## src/rtl/rr_arbiter_pkg.sv

```systemverilog
// Shared types and mode constants for the N-requester grant arbiter.
package rr_arbiter_pkg;

    typedef enum logic {
        IDLE  = 1'b0,
        GRANT = 1'b1
    } arb_state_t;

    localparam int RR_MODE_ROUND_ROBIN = 1;
    localparam int RR_MODE_FIXED       = 0;

endpackage

```

## src/rtl/rr_arbiter_fsm_pick.sv

```systemverilog
// Combinational winner search: round-robin after last_idx, or lowest index,
// over the requests not masked by exclude.
module rr_pick
    import rr_arbiter_pkg::*;
#(
    parameter int N_REQ   = 4,
    parameter int RR_MODE = RR_MODE_ROUND_ROBIN,
    localparam int IDX_W  = $clog2(N_REQ)
) (
    input  logic [N_REQ-1:0] req,
    input  logic [N_REQ-1:0] exclude,
    input  logic [IDX_W-1:0] last_idx,
    output logic             found,
    output logic [IDX_W-1:0] win_idx
);

    localparam int SUM_W = IDX_W + 1;

    logic [N_REQ-1:0] cand;
    logic [SUM_W-1:0] sum;
    logic [IDX_W-1:0] idx;

    // Scan from the farthest candidate to the nearest so the nearest one wins.
    always_comb begin
        cand    = req & ~exclude;
        found   = |cand;
        win_idx = '0;
        sum     = '0;
        idx     = '0;
        for (int off = N_REQ; off >= 1; off--) begin
            if (RR_MODE == RR_MODE_ROUND_ROBIN) begin
                sum = {1'b0, last_idx} + SUM_W'(off);
                if (sum >= SUM_W'(N_REQ)) begin
                    sum = sum - SUM_W'(N_REQ);
                end
            end else begin
                sum = SUM_W'(off - 1);
            end
            idx = sum[IDX_W-1:0];
            if (cand[idx]) begin
                win_idx = idx;
            end
        end
    end

endmodule

```

## src/rtl/rr_arbiter_fsm.sv

```systemverilog
// N-requester grant arbiter with round-robin or fixed priority, bounded hold
// time with lock override, and direct owner-to-owner handover.
//
// state | meaning
// IDLE  | no grant outstanding, waiting for any request
// GRANT | gnt_idx owns the resource; release, preempt or keep each cycle
module rr_arbiter_fsm
    import rr_arbiter_pkg::*;
#(
    parameter int N_REQ    = 4,
    localparam int IDX_W   = $clog2(N_REQ),
    parameter int RR_MODE  = RR_MODE_ROUND_ROBIN,
    parameter int MAX_HOLD = 8,
    parameter int HOLD_W   = 8
) (
    input  logic             clock,
    input  logic             reset,
    input  logic [N_REQ-1:0] req,
    input  logic             lock,
    output logic [N_REQ-1:0] gnt,
    output logic             gnt_valid,
    output logic [IDX_W-1:0] gnt_idx,
    output logic             preempt
);

    localparam logic [HOLD_W-1:0] HOLD_LAST = HOLD_W'((MAX_HOLD == 0) ? 0 : MAX_HOLD - 1);

    arb_state_t        state, next_state;
    logic [HOLD_W-1:0] hold_cnt, next_hold;
    logic [IDX_W-1:0]  last_idx, next_last;
    logic [N_REQ-1:0]  next_gnt, pick_exclude;
    logic [IDX_W-1:0]  next_idx, pick_idx;
    logic              next_preempt, pick_found;

    // In GRANT gnt is exactly onehot(owner), so it doubles as the exclude mask.
    assign pick_exclude = (state == GRANT) ? gnt : '0;

    rr_pick #(
        .N_REQ   (N_REQ),
        .RR_MODE (RR_MODE)
    ) u_pick (
        .req      (req),
        .exclude  (pick_exclude),
        .last_idx (last_idx),
        .found    (pick_found),
        .win_idx  (pick_idx)
    );

    always_comb begin
        next_state   = state;
        next_gnt     = gnt;
        next_idx     = gnt_idx;
        next_hold    = hold_cnt;
        next_last    = last_idx;
        next_preempt = 1'b0;
        case (state)
            IDLE: begin
                if (pick_found) begin
                    next_state         = GRANT;
                    next_gnt           = '0;
                    next_gnt[pick_idx] = 1'b1;
                    next_idx           = pick_idx;
                    next_hold          = '0;
                    next_last          = pick_idx;
                end
            end
            GRANT: begin
                if (!req[gnt_idx]) begin
                    if (pick_found) begin
                        next_gnt           = '0;
                        next_gnt[pick_idx] = 1'b1;
                        next_idx           = pick_idx;
                        next_last          = pick_idx;
                    end else begin
                        next_state = IDLE;
                        next_gnt   = '0;
                        next_idx   = '0;
                    end
                    next_hold = '0;
                end else if (MAX_HOLD != 0 && hold_cnt == HOLD_LAST && !lock && pick_found) begin
                    next_gnt           = '0;
                    next_gnt[pick_idx] = 1'b1;
                    next_idx           = pick_idx;
                    next_last          = pick_idx;
                    next_hold          = '0;
                    next_preempt       = 1'b1;
                end else if (hold_cnt != HOLD_LAST) begin
                    next_hold = hold_cnt + 1'b1;
                end
            end
            default: begin
                next_state = IDLE;
                next_gnt   = '0;
                next_idx   = '0;
                next_hold  = '0;
            end
        endcase
    end

    always_ff @(posedge clock) begin
        if (reset) begin
            state     <= IDLE;
            gnt       <= '0;
            gnt_valid <= 1'b0;
            gnt_idx   <= '0;
            preempt   <= 1'b0;
            hold_cnt  <= '0;
            last_idx  <= IDX_W'(N_REQ - 1);
        end else begin
            state     <= next_state;
            gnt       <= next_gnt;
            gnt_valid <= |next_gnt;
            gnt_idx   <= next_idx;
            preempt   <= next_preempt;
            hold_cnt  <= next_hold;
            last_idx  <= next_last;
        end
    end

endmodule

```

## config.mk

```make
export PLATFORM = sky130hd
export DESIGN_NAME = rr_arbiter_fsm
export DESIGN_NICKNAME = d
export VERILOG_FILES = /design/src/rtl/rr_arbiter_pkg.sv /design/src/rtl/rr_arbiter_fsm_pick.sv /design/src/rtl/rr_arbiter_fsm.sv
export SDC_FILE = /design/constraint.sdc
export NUM_CORES = 1
export LEC_CHECK = 0
export BUFFER_PORTS_ARGS = -buffer_cell sky130_fd_sc_hd__buf_2
export CORE_MARGIN = 1.5
export CORE_UTILIZATION = 33
export DETAILED_ROUTE_END_ITERATION = 16
export HOLD_SLACK_MARGIN = 0.15
export MAX_ROUTING_LAYER = met4
export PLACE_DENSITY = 0.5
export SYNTH_ARGS = -nofsm -noshare
export SYNTH_HDL_FRONTEND = slang
export SYNTH_SLANG_ARGS = --single-unit
```

## constraint.sdc

```tcl
create_clock -name clock -period 4.15 [get_ports clock]
set_input_delay 0.415 -clock clock [delete_from_list [all_inputs] [get_ports clock]]
set_output_delay 0.415 -clock clock [all_outputs]
set_load 0.005 [all_outputs]
```

==> results of run 1 <==
[cells by family after synthesis]
kind of cell / synth area share (%)
xor+xnor: 0.835
flops: 36.3
compound gates: 28.9
mux: 4.89
simple gates: 24.8
buf+inv: 3.10
fa+ha+maj: 1.19
[metal layers]
layer	track usage (%)	share of wire, %	vias to the layer above
met1	21.6	52	438
met4	8.44	0.75	0
met5	-	0	-
met2	22.6	45	11
li1	-	-	488
met3	2.18	2.6	2
[through the flow]
| step | worst slack [ns] | instances | util (%) | hold slack, ns |
|---|---|---|---|---|
| floorplan | 2.34 | 120 | - | 0.460 |
| global placement | 1.99 | 174 | 38.1 | 0.476 |
| detailed placement | 1.88 | 174 | 38.1 | 0.491 |
| CTS | 1.86 | 178 | 38.9 | 0.455 |
| global route | 1.65 | 178 | 38.9 | 0.489 |
| finish | 1.86 | 178 | 38.9 | 0.471 |
[final timing paths]
check,slack (ns),end,startpoint,cells after the start
worst max-delay path,1.86,gnt[1],state,5
worst min-delay path,0.47,hold_cnt[1],reset,2
worst min register to register,0.50,hold_cnt[0],hold_cnt[0],2
worst max register to register,1.86,gnt[1],state,5
[cell usage after synthesis, drive strengths merged (2+ instances only)]
library cell	count	share of area (%)
a21bo	2	1.9
a21boi	2	1.4
a21o	4	2.9
a21oi	4	1.9
a221oi	2	2.3
a22o	2	1.7
and2	2	1.2
and3	3	1.8
buf	3	1.7
dfxtp	19	36
inv	3	1.1
mux2i	4	3.8
nand2	8	2.9
nand2b	5	3.0
nand3	7	3.3
nor2	9	3.2
nor3	4	1.9
nor4	3	1.8
o211ai	2	1.4
o21ai	5	3.1
o22ai	2	1.8
o31ai	3	2.1
o32ai	2	1.7
or2	2	1.2
or3	2	1.7
[where the power goes]
group / leakage (nW) / total (mW) / switching (mW) / internal, mW
Clock: 0.0150 / 0.0971 / 0.0596 / 0.0375
Combinational: 0.311 / 0.117 / 0.0631 / 0.0535
Sequential: 0.156 / 0.228 / 0.0261 / 0.202
Total: 0.482 / 0.442 / 0.149 / 0.293
[flip-flops by register name (all words and copies together), names as in the netlist]
name,cells
gnt_valid,1
gnt_idx,2
gnt,4
state,1
last_idx,2
hold_cnt,8
preempt,1
[cell type report]
| class | instances | share of cell area (%) |
|---|---|---|
| Timing Repair Buffer | 14 | 5.94 |
| Clock buffer | 4 | 2.23 |
| Multi-Input combinational cell | 94 | 53.9 |
| Sequential cell | 19 | 32.3 |
| Inverter | 3 | 0.955 |
| Tap cell | 44 | 4.67 |
==> impl_metrics.json, run 1 <==
{
  "status": "finished clean",
  "cap_violations": 0,
  "slowest_stage": "dfxtp_1",
  "max_stage_delay_ns": 0.71,
  "num_io_pins": 15,
  "regArea_um2": 380,
  "synth_nets": 128,
  "path_cells": "a21boi_1, or2_1, or2_1, a221oi_2, a22o_1",
  "h-tree-depth": 1,
  "first_pass_iters": 4,
  "drtIter0Drc": 24,
  "cpLargestDelayFamily": "compound AO/OA/AOI/OAI gates",
  "overflow": 0,
  "synth_cell_type_count": 46,
  "cp.required_ns": 4.40,
  "antennaDiodeCount": 0,
  "multi_input_area_um2": 636,
  "path_clk_slew_ns": 0.11,
  "cts_buffer_depth": 2,
  "globalplace.congestion": 0.791,
  "vias": 939,
  "finalMaxSlewViolations": 0,
  "rsz0062_at_grt": "false",
  "synth-edff-count": 0,
  "p_per_area_nw_per_um2": 375,
  "ant_nets": 0,
  "drc": 0,
  "startpoint_type": "flop",
  "place_area_um2": 1150,
  "period_needed_ns": 2.29,
  "post-route-cell-area_um2": 1180,
  "maxSlewHeadroom_pct": 52.9,
  "cts-root-buf": "clkbuf_4",
  "cts_tree": "done",
  "layout_commonest_cell": "dfxtp_1",
  "core_um2": 3030,
  "leakage_nw": 0.482,
  "crit_path_frequent_cell": "or2_1",
  "grt_use_total_pct": 15.9,
  "hpwlAfterDp_um": 1750,
  "synth-seq-area-share_pct": 36.3,
  "grt_pass1_vias": 879,
  "worst_pin_slew_ns": 0.707,
  "drive_gt1_share_pct": 19.4,
  "routedWlPerCell_um": 13.5,
  "dieArea_um2": 3520,
  "ys.flop_type": "dfxtp_1",
  "netlist_instances": 120,
  "fin_nets": 143,
  "die_x_um": 59.4,
  "crit_fanout": 18,
  "report.final.setup_viol": 0,
  "synth_seq_cells": 19,
  "cts_made_buffers": 3,
  "cts_sinks": 19,
  "fmax_mhz": 437,
  "start_util_pct": 34.6,
  "cts_setup_buffers": 0,
  "fill_cells": 312,
  "fin_skew_ns": 0.000756,
  "cts.hold.buffers_added": 0,
  "avgSynthCellArea_um2": 8.74,
  "fin_crit_sh_pct": 55.2,
  "finalHoldViolCount": 0,
  "critPathCaptureType": "flop",
  "totalWireLength_um": 2410,
  "path_buf_inv": 0,
  "hold_class": "primary input to flop",
  "yosysWarnings": 0,
  "grt_max_degree": 19,
  "grt_first_pass_wirelength_um": 4040,
  "crit_type": "flop to flop",
  "synth_area_um2": 1050,
  "cp_data_arrival_time_ns": 2.54,
  "io_buffers": 14,
  "ir_drop_mv": 0.161,
  "finalPower_uw": 442,
  "ys_async_sr_fraction_pct": 0,
  "rows": 20,
  "setup_tns_ns": 0,
  "layout_common_cells": "dfxtp_1 (19), buf_2 (14), nor2_1 (9)",
  "fp.dieH_um": 59.4,
  "syn2layout_area_growth_pct": 12.4,
  "post_cts_resized": 0,
  "routed_via_density": 5.28,
  "insertion_delay_ns": 0.30,
  "antenna_found_initial": 0
}
(Power assumes the default switching activity.)
==> run 2: changes to the inputs <==
- ABC_AREA: unset -> 1
- clock period: 4.15 -> 2.3 ns (I/O delays scaled with it)
==> impl_metrics.json, run 2 <==
{
  "status": "finished clean",
  "worstHoldPathCells": 2,
  "fmax_mhz": 572,
  "drtIter0Drc": 86,
  "yosysWarnings": 0,
  "worst_pin_slew_ns": 0.317,
  "cts_buffer_depth": 2,
  "hold_path_startpoint": "reset",
  "io_buffers": 14,
  "insertion_delay_ns": 0.30,
  "synth_area_leaders": "dfxtp_1 (34%), nand2_1 (17%), inv_1 (8.3%)",
  "largest-register": "hold_cnt",
  "antennaDiodeCount": 0,
  "multi_input_area_um2": 628,
  "start_util_pct": 34.0,
  "globalplace.congestion": 0.902,
  "grt_use_total_pct": 14.8,
  "cpLargestDelayFamily": "simple AND/OR/NAND/NOR gates",
  "first_pass_iters": 4,
  "crit_type": "flop to flop",
  "fin_skew_ns": 0.00342,
  "dieArea_um2": 3770,
  "routed_via_density": 4.78,
  "grt_pass1_vias": 945,
  "synth_cell_type_count": 31,
  "routedWlPerCell_um": 10.8,
  "r2r_start": "state",
  "grt.met3_usage_pct": 3.15,
  "overflow": 0,
  "path_cells": "nand2_1, nand2_1, nand4_2, nand3b_1, nand2_2, nand2_4, inv_2, nand3_1, nand2_1, nor2_1, a21oi_1",
  "path_clk_slew_ns": 0.11,
  "use_met1_pct": 22.4,
  "max_stage_delay_ns": 0.45,
  "grt_first_pass_wirelength_um": 4110,
  "layout_common_cells": "nand2_1 (51), inv_1 (25), dfxtp_1 (19)",
  "rsz0062_at_grt": "false",
  "drc": 0,
  "setup_tns_ns": 0,
  "drive_gt1_share_pct": 15.5,
  "groute.layer.met2.usage_pct": 20.2,
  "syn2layout_area_growth_pct": 12.3,
  "cp.depth": 11,
  "path_buf_inv": 1,
  "crit_path_frequent_cell": "nand2_1",
  "synth_nets": 179,
  "synth-edff-count": 0,
  "grt-busiest-layer": "met1",
  "synth_seq_cells": 19,
  "synth_area_um2": 1120,
  "totalWireLength_um": 2510,
  "ant_nets": 0,
  "fin_crit_sh_pct": 76.0,
  "cp.required_ns": 2.49,
  "startpoint_type": "flop",
  "cts_setup_buffers": 0,
  "hpwlAfterDp_um": 1990,
  "yosysTopAreaCell": "dfxtp_1",
  "finalPower_mw": 1.52,
  "worstSetupStartpoint": "state",
  "cts_sinks": 19,
  "largest_reg_flops": 8,
  "ir_drop_mv": 0.562,
  "vias": 1114,
  "slowest_stage": "dfxtp_1",
  "reg_top3": "hold_cnt (8), gnt (4)",
  "cts_made_buffers": 3,
  "crit_fanout": 8,
  "cp_data_arrival_time_ns": 1.94,
  "reg2reg_depth": 11,
  "regArea_um2": 380,
  "cap_violations": 0,
  "synth_top_area_share_pct": 33.8,
  "rows": 21,
  "maxSlewHeadroom_pct": 78.8,
  "finalMaxSlewViolations": 0,
  "fp.dieH_um": 61.4,
  "fin_nets": 196,
  "leakage_nw": 0.627,
  "ys_async_sr_fraction_pct": 0,
  "ys.flop_type": "dfxtp_1",
  "avgSynthCellArea_um2": 6.58,
  "report.final.setup_viol": 0,
  "cts.hold.buffers_added": 0,
  "critPathCaptureType": "flop",
  "post_cts_resized": 0,
  "core_um2": 3310,
  "cts-root-buf": "clkbuf_4",
  "num_io_pins": 15,
  "h-tree-depth": 1,
  "synth-seq-area-share_pct": 33.8,
  "finalHoldViolCount": 0,
  "p_per_area_nw_per_um2": 1210,
  "fill_cells": 386,
  "cts_tree": "done",
  "layout_commonest_cell": "nand2_1",
  "antenna_found_initial": 0,
  "period_needed_ns": 1.75,
  "ys_top_cells_by_count": "nand2_1 (51), inv_1 (25), dfxtp_1 (19)",
  "grt_max_degree": 14,
  "yosysMostFrequentCell": "nand2_1",
  "die_x_um": 61.4,
  "hold_class": "primary input to flop",
  "netlist_instances": 171
}
-- run 2: cell count changes after synthesis, sizes merged, moves of 3 or more --
cell / change
nand2: +47
inv: +24
a21oi: +8
nand3: +8
nor2: +6
nand2b: -5
a21o: -4
mux2i: -4
a211oi: +3
and3: -3
nand4: +3
o31ai: -3
-- run 2: cell type report --
class,count,share of cell area (%)
multi-input cells,123,49.7
flip-flops and latches,19,30.1
inverters,27,8.02
repair buffers,14,5.54
well taps,46,4.55
clock buffers,4,2.08
-- run 2: routing by layer --
layer,wire [um],vias up
li1,-,591
met1,1360,496
met2,1030,27
met3,124,0
met4,0,0
met5,0,-
-- run 2: final timing paths --
check        slack, ns           to
min               0.25       gnt[0]
max               0.55    gnt_valid
max reg2reg       0.55    gnt_valid
min reg2reg       0.47  hold_cnt[7]
-- run 2: cell families (layout without fill, tap and decap cells) --
logic type,count (synthesis),in the layout,synth area share (%)
simple gates,92,92,36.6
flops,19,19,33.8
compound gates,27,27,15.1
fa+ha+maj,1,1,1.11
xor+xnor,3,3,3.00
buf+inv,29,45,10.3
-- run 2: per-stage QoR --
stage	area (um2)	utilization [%]	std cells	hold WS, ns	worst slack [ns]
final	1260	38.2	233	0.250	0.553
after global routing	1260	38.2	233	0.259	0.351
after CTS	1260	38.2	233	0.250	0.545
after detailed placement	1240	37.4	229	0.455	0.574
after global placement	1240	37.4	229	0.450	0.590
after floorplan	1120	-	171	0.309	0.815
-- run 2: power by group --
group	total [mW]	switching, mW	internal (mW)
Clock	0.172	0.104	0.0676
Sequential	0.499	0.0871	0.412
Combinational	0.852	0.532	0.320
